===== src/rtl/mul_div_unit.sv =====
// Iterative 32-cycle multiply/divide unit with a start/busy/done handshake.
// Multiply is shift-add (LSB first) over a 64-bit accumulator; divide is
// restoring (MSB first). Signed operation works on magnitudes and fixes the
// result signs in a final cycle.
module mul_div_unit (
  input  logic        clk,
  input  logic        rst_n,
  input  logic        start,
  input  logic [3:0]  aluop,
  input  logic        sign,
  input  logic [31:0] a,
  input  logic [31:0] b,
  output logic        busy,
  output logic        done,
  output logic        err,
  output logic [31:0] hi,
  output logic [31:0] lo
);

  localparam int unsigned ITERS = 32;
  localparam int unsigned CNT_W = 6;
  localparam logic [3:0]  OP_MULU = 4'b0011;
  localparam logic [3:0]  OP_DIVU = 4'b0100;
  localparam logic [CNT_W-1:0] LAST_ITER = CNT_W'(ITERS - 1);

  typedef enum logic [1:0] {
    IDLE = 2'd0,
    CALC = 2'd1,
    FIX  = 2'd2,
    ERR  = 2'd3
  } state_t;

  state_t           state;
  logic [CNT_W-1:0] cnt;
  logic             is_div;
  logic             neg_q;
  logic             neg_r;
  logic             div0;
  // multiplicand for multiply, divisor for divide
  logic [31:0]      opnd;
  // multiply: {partial product, remaining multiplier bits}
  // divide:   [31:0] holds dividend bits shifting out / quotient shifting in
  logic [63:0]      acc;
  logic [31:0]      rem;

  logic             op_legal;
  logic             op_div;
  logic [31:0]      mag_a;
  logic [31:0]      mag_b;
  logic [32:0]      mul_sum;
  logic [32:0]      div_trial;
  logic             div_ge;
  logic [31:0]      div_diff;
  logic [63:0]      prod_fix;
  logic [31:0]      quo_fix;
  logic [31:0]      rem_fix;

  // Operand decode, one iteration step of each algorithm, and sign fix-up
  always_comb begin
    op_legal  = (aluop == OP_MULU) || (aluop == OP_DIVU);
    op_div    = (aluop == OP_DIVU);
    mag_a     = (sign && a[31]) ? (~a + 32'd1) : a;
    mag_b     = (sign && b[31]) ? (~b + 32'd1) : b;

    mul_sum   = {1'b0, acc[63:32]} + (acc[0] ? {1'b0, opnd} : 33'd0);

    // 33-bit partial remainder: previous remainder shifted with next dividend bit
    div_trial = {rem, acc[31]};
    div_ge    = (div_trial >= {1'b0, opnd});
    // Only taken when div_ge, so the difference is below the divisor and fits 32 bits
    div_diff  = div_trial[31:0] - opnd;

    prod_fix  = neg_q ? (~acc + 64'd1) : acc;
    // Divide-by-zero keeps the all-ones quotient; the remainder fix restores raw a
    quo_fix   = (neg_q && !div0) ? (~acc[31:0] + 32'd1) : acc[31:0];
    rem_fix   = neg_r ? (~rem + 32'd1) : rem;
  end

  // Control FSM with registered outputs and iterative datapath
  always_ff @(posedge clk or negedge rst_n) begin
    if (!rst_n) begin
      state  <= IDLE;
      cnt    <= '0;
      busy   <= 1'b0;
      done   <= 1'b0;
      err    <= 1'b0;
      hi     <= '0;
      lo     <= '0;
      is_div <= 1'b0;
      neg_q  <= 1'b0;
      neg_r  <= 1'b0;
      div0   <= 1'b0;
      opnd   <= '0;
      acc    <= '0;
      rem    <= '0;
    end else begin
      done <= 1'b0;
      case (state)
        IDLE: begin
          if (start) begin
            busy <= 1'b1;
            if (op_legal) begin
              state  <= CALC;
              cnt    <= '0;
              is_div <= op_div;
              neg_q  <= sign & (a[31] ^ b[31]);
              neg_r  <= sign & a[31];
              div0   <= (b == 32'd0);
              opnd   <= op_div ? mag_b : mag_a;
              acc    <= {32'd0, (op_div ? mag_a : mag_b)};
              rem    <= '0;
            end else begin
              state <= ERR;
            end
          end
        end

        CALC: begin
          cnt <= cnt + CNT_W'(1);
          if (is_div) begin
            acc[31:0] <= {acc[30:0], div_ge};
            rem       <= div_ge ? div_diff : div_trial[31:0];
          end else begin
            acc <= {mul_sum, acc[31:1]};
          end
          if (cnt == LAST_ITER) begin
            state <= FIX;
          end
        end

        FIX: begin
          if (is_div) begin
            hi <= rem_fix;
            lo <= quo_fix;
          end else begin
            hi <= prod_fix[63:32];
            lo <= prod_fix[31:0];
          end
          done  <= 1'b1;
          err   <= 1'b0;
          busy  <= 1'b0;
          state <= IDLE;
        end

        ERR: begin
          done  <= 1'b1;
          err   <= 1'b1;
          busy  <= 1'b0;
          state <= IDLE;
        end

        default: state <= IDLE;
      endcase
    end
  end

endmodule


===== config.mk =====
export PLATFORM = sky130hd
export DESIGN_NAME = mul_div_unit
export DESIGN_NICKNAME = d
export VERILOG_FILES = /design/src/rtl/mul_div_unit.sv
export SDC_FILE = /design/constraint.sdc
export NUM_CORES = 1
export LEC_CHECK = 0
export CORE_MARGIN = 1
export CORE_UTILIZATION = 35
export CTS_CLUSTER_SIZE = 20
export DETAILED_ROUTE_END_ITERATION = 7
export PLACE_DENSITY_LB_ADDON = 0.15
export SLEW_MARGIN = 20
export SYNTH_ARGS = -nofsm -noshare
export SYNTH_HDL_FRONTEND = slang
export SYNTH_SLANG_ARGS = --single-unit

===== constraint.sdc =====
create_clock -name clk -period 9.6 [get_ports clk]
set_input_delay 1.44 -clock clk [delete_from_list [all_inputs] [get_ports clk]]
set_output_delay 1.44 -clock clk [all_outputs]
set_load 0.1 [all_outputs]

==> run_results.csv <==
group,metric,value,unit
synthesis,synth_top_family_by_area,"compound AO/OA/AOI/OAI gates",
clocking,postCtsSetupRepairBufs,0,
grt,grt_usage,24.7,%
placed_design,io_buffers,138,
synthesis,synthArstFlopShare,100,%
clocking,cts_tree,"yes",
floorplan,rows,78,
setup_path,start_kind,"flip-flop",
detailed_routing,wire_per_inst,21.7,um
power,p_leak,8.02,nW
finish,multiInputGateArea,10300,um2
detailed_routing,vias,15407,
setup_path,cp_data_arrival_time,4.85,ns
sta,timing.final.hold_violations,0,
placed_design,dp_slack,4.75,ns
floorplan,coreArea,45300,um2
power,swShare,54.2,%
synthesis,synthAdderAreaFrac,5.62,%
synthesis,avgSynthCellArea,8.05,um2
clocking,postCtsResizedCells,0,
synthesis,synthMuxAreaShare,3.58,%
setup_path,worst-endpoint-required,10.01,ns
synthesis,synthXorXnorAreaFrac,10.9,%
floorplan,die-area,46800,um2
floorplan,initial_core_util,35.5,%
detailed_routing,post-route-drc-count,0,
sta,period_needed,4.44,ns
sta,grt_setup_unrepaired,"no",
job,maxCapViolCount,0,
synthesis,synth_cell_types,78,
synthesis,syn_area,16100,um2
placed_design,gp_congestion,0.912,
clocking,cts.path.max_buffers,3,
grt,grt_max_degree,95,
floorplan,boundaryPins,139,
grt,grt_pass1_vias,14504,
grt,grt-ovfl-total,0,
clocking,htreeDepth,1,
clocking,path_clk_slew,0.06,ns
power,internal-power,0.00346,W
sta,finalMaxSlewViolations,0,
power,sequentialPowerShare,22.5,%
finish,layout-drive-gt1-share,4.51,%
sta,tns,0,ns
synthesis,synth_nets,2139,
synthesis,synthCells,1996,
synthesis,synth-edff-count,0,
clocking,clock_sinks,207,
grt,antenna_found_initial,0,
finish,mostFrequentLayoutCells,"nand2_1 (294), o21ai_0 (255), dfrtp_1 (206)",
synthesis,synth_compound_area_share,24.9,%
clocking,clock_latency,0.59,ns
synthesis,synth_ff_type,"dfrtp_1",
clocking,cts_buffers,26,
clocking,cts-root-buf,"clkbuf_16",
setup_path,critPathKind,"flip-flop to flip-flop",
power,p_switching,0.00409,W
synthesis,yosysSeqAreaShare,32.2,%
finish,n_fill_cell,4565,
finish,nets,2211,
finish,syn_to_final_growth,17.4,%
setup_path,end_kind,"flip-flop",
detailed_routing,ant_nets,0,
placed_design,dp_hpwl,44.0,mm
power,power_density,400,nW/um2
sta,finalCritPeriodShare,46.3,%
sta,setup_viol,0,
sta,worstMarginPinSlew,1.08,ns
finish,diodes,0,
outcome,status,"complete, no violations",
synthesis,yosys_warnings,0,
sta,fmax,0.225,GHz
finish,regArea,5180,um2
synthesis,synth_simple_gate_area_share,18.6,%
grt,grt_pass1_wl,89.8,mm
synthesis,ys_seq_elements,207,
detailed_routing,firstDrtPassIters,7,
setup_path,cp_max_fo,7,
detailed_routing,via_per_inst,5.74,
sta,relSlewSlack,27.7,%
floorplan,die_y,216,um
detailed_routing,dr.first_iter.drc_count,1331,
floorplan,die_x,216,um
clocking,postCtsHoldBufs,0,
power,pwr-share-comb,63.5,%
power,power_frac_clock,14.0,%
detailed_routing,wirelength,58.3,mm
power,peakVddDrop,0.000240,V
sta,fin_ws,5.16,ns
finish,layout_commonest_cell,"nand2_1",
sta,finClkSkew,0.0351,ns
worst_hold_path,holdCritPathClass,"flip-flop to flip-flop",
layout make-up:
class                           count  share of cell area (%)
Clock buffer                       36                    3.81
Clock inverter                     10                   0.949
Inverter                           58                    1.15
Multi-Input combinational cell   1616                    54.4
Sequential cell                   207                    27.5
Tap cell                          600                    3.98
Timing Repair Buffer              159                    8.18
layer usage:
layer,up-vias,share of wire [%],track usage (%)
met5,-,0,0
met3,83,6.1,3.17
met2,492,43,37.3
met4,0,2.5,6.81
li1,7345,-,-
met1,7487,48,36.5
critical path, cell delays in order (launching register included):
cell      delay [ns]
dfrtp_1         0.44
inv_1           0.14
ha_1            0.20
or4b_1          0.47
nor4_1          0.77
nor3b_2         0.84
and3_1          0.34
nand2_1         0.17
o41ai_1         0.38
xor2_1          0.34
o221ai_1        0.17
synthesized netlist by cell type, types with 42 or more instances:
cell      count  area, um2
nand2_1     294       1100
a21oi_1     119        596
inv_1        58        218
o21ai_0     255       1280
nor2_1      133        499
mux2i_1      53        531
clkbuf_1    102        383
dfrtp_1     207       5180
o31ai_1      44        330
ha_1         69        863
a21o_1       42        315
xnor2_1      97        850
xor2_1      103        902
sequential cells by signal, summed over array words and instances (netlist names):
register	cells
acc	64
hi	32
lo	32
opnd	32
rem	32
cnt	6
state	2
busy	1
div0	1
done	1
err	1
is_div	1
neg_q	1
neg_r	1
final timing paths:
kind,slack [ns],cells after the start,startpoint,end
setup reg to reg,5.16,10,acc[1],hi[8]
max in group asynchronous,7.23,2,rst_n,hi[26]
hold reg to reg,0.47,2,hi[28],hi[28]
setup / recovery,5.16,10,acc[1],hi[8]
hold / removal,0.47,2,hi[28],hi[28]
min in group asynchronous,0.95,1,rst_n,lo[16]
stage by stage:
step,cells,utilization [%],power (W),hold slack (ns),instance area (um2)
2_1_floorplan,1996,-,0.00512,0.444,16100
3_3_place_gp,2640,39.7,0.00645,0.459,18000
3_5_place_dp,2640,39.7,0.00647,0.464,18000
4_1_cts,2686,41.6,0.00755,0.478,18900
5_1_grt,2686,41.6,0.00806,0.497,18900
6_report,2686,41.6,0.00755,0.473,18900
power groups by stage:
| stage | Combinational, W | Clock (W) | Sequential, W |
|---|---|---|---|
| 2_1_floorplan | 0.00278 | 0 | 0.00235 |
| 3_3_place_gp | 0.00475 | 0 | 0.00169 |
| 3_5_place_dp | 0.00477 | 0 | 0.00170 |
| 4_1_cts | 0.00479 | 0.00108 | 0.00169 |
| 5_1_grt | 0.00521 | 0.00110 | 0.00174 |
| 6_report | 0.00479 | 0.00106 | 0.00170 |
cells by family (layout without fill, tap and decap cells):
kind of cell,after synthesis,after routing
adder cells (fa/ha/maj),71,71
multiplexers,57,57
AND/OR/NAND/NOR,646,646
AO/OA/AOI/OAI,642,642
buffers and inverters,173,263
XOR/XNOR,200,200
flip-flops,207,207
Note: power is estimated with default switching activity, not from simulation.
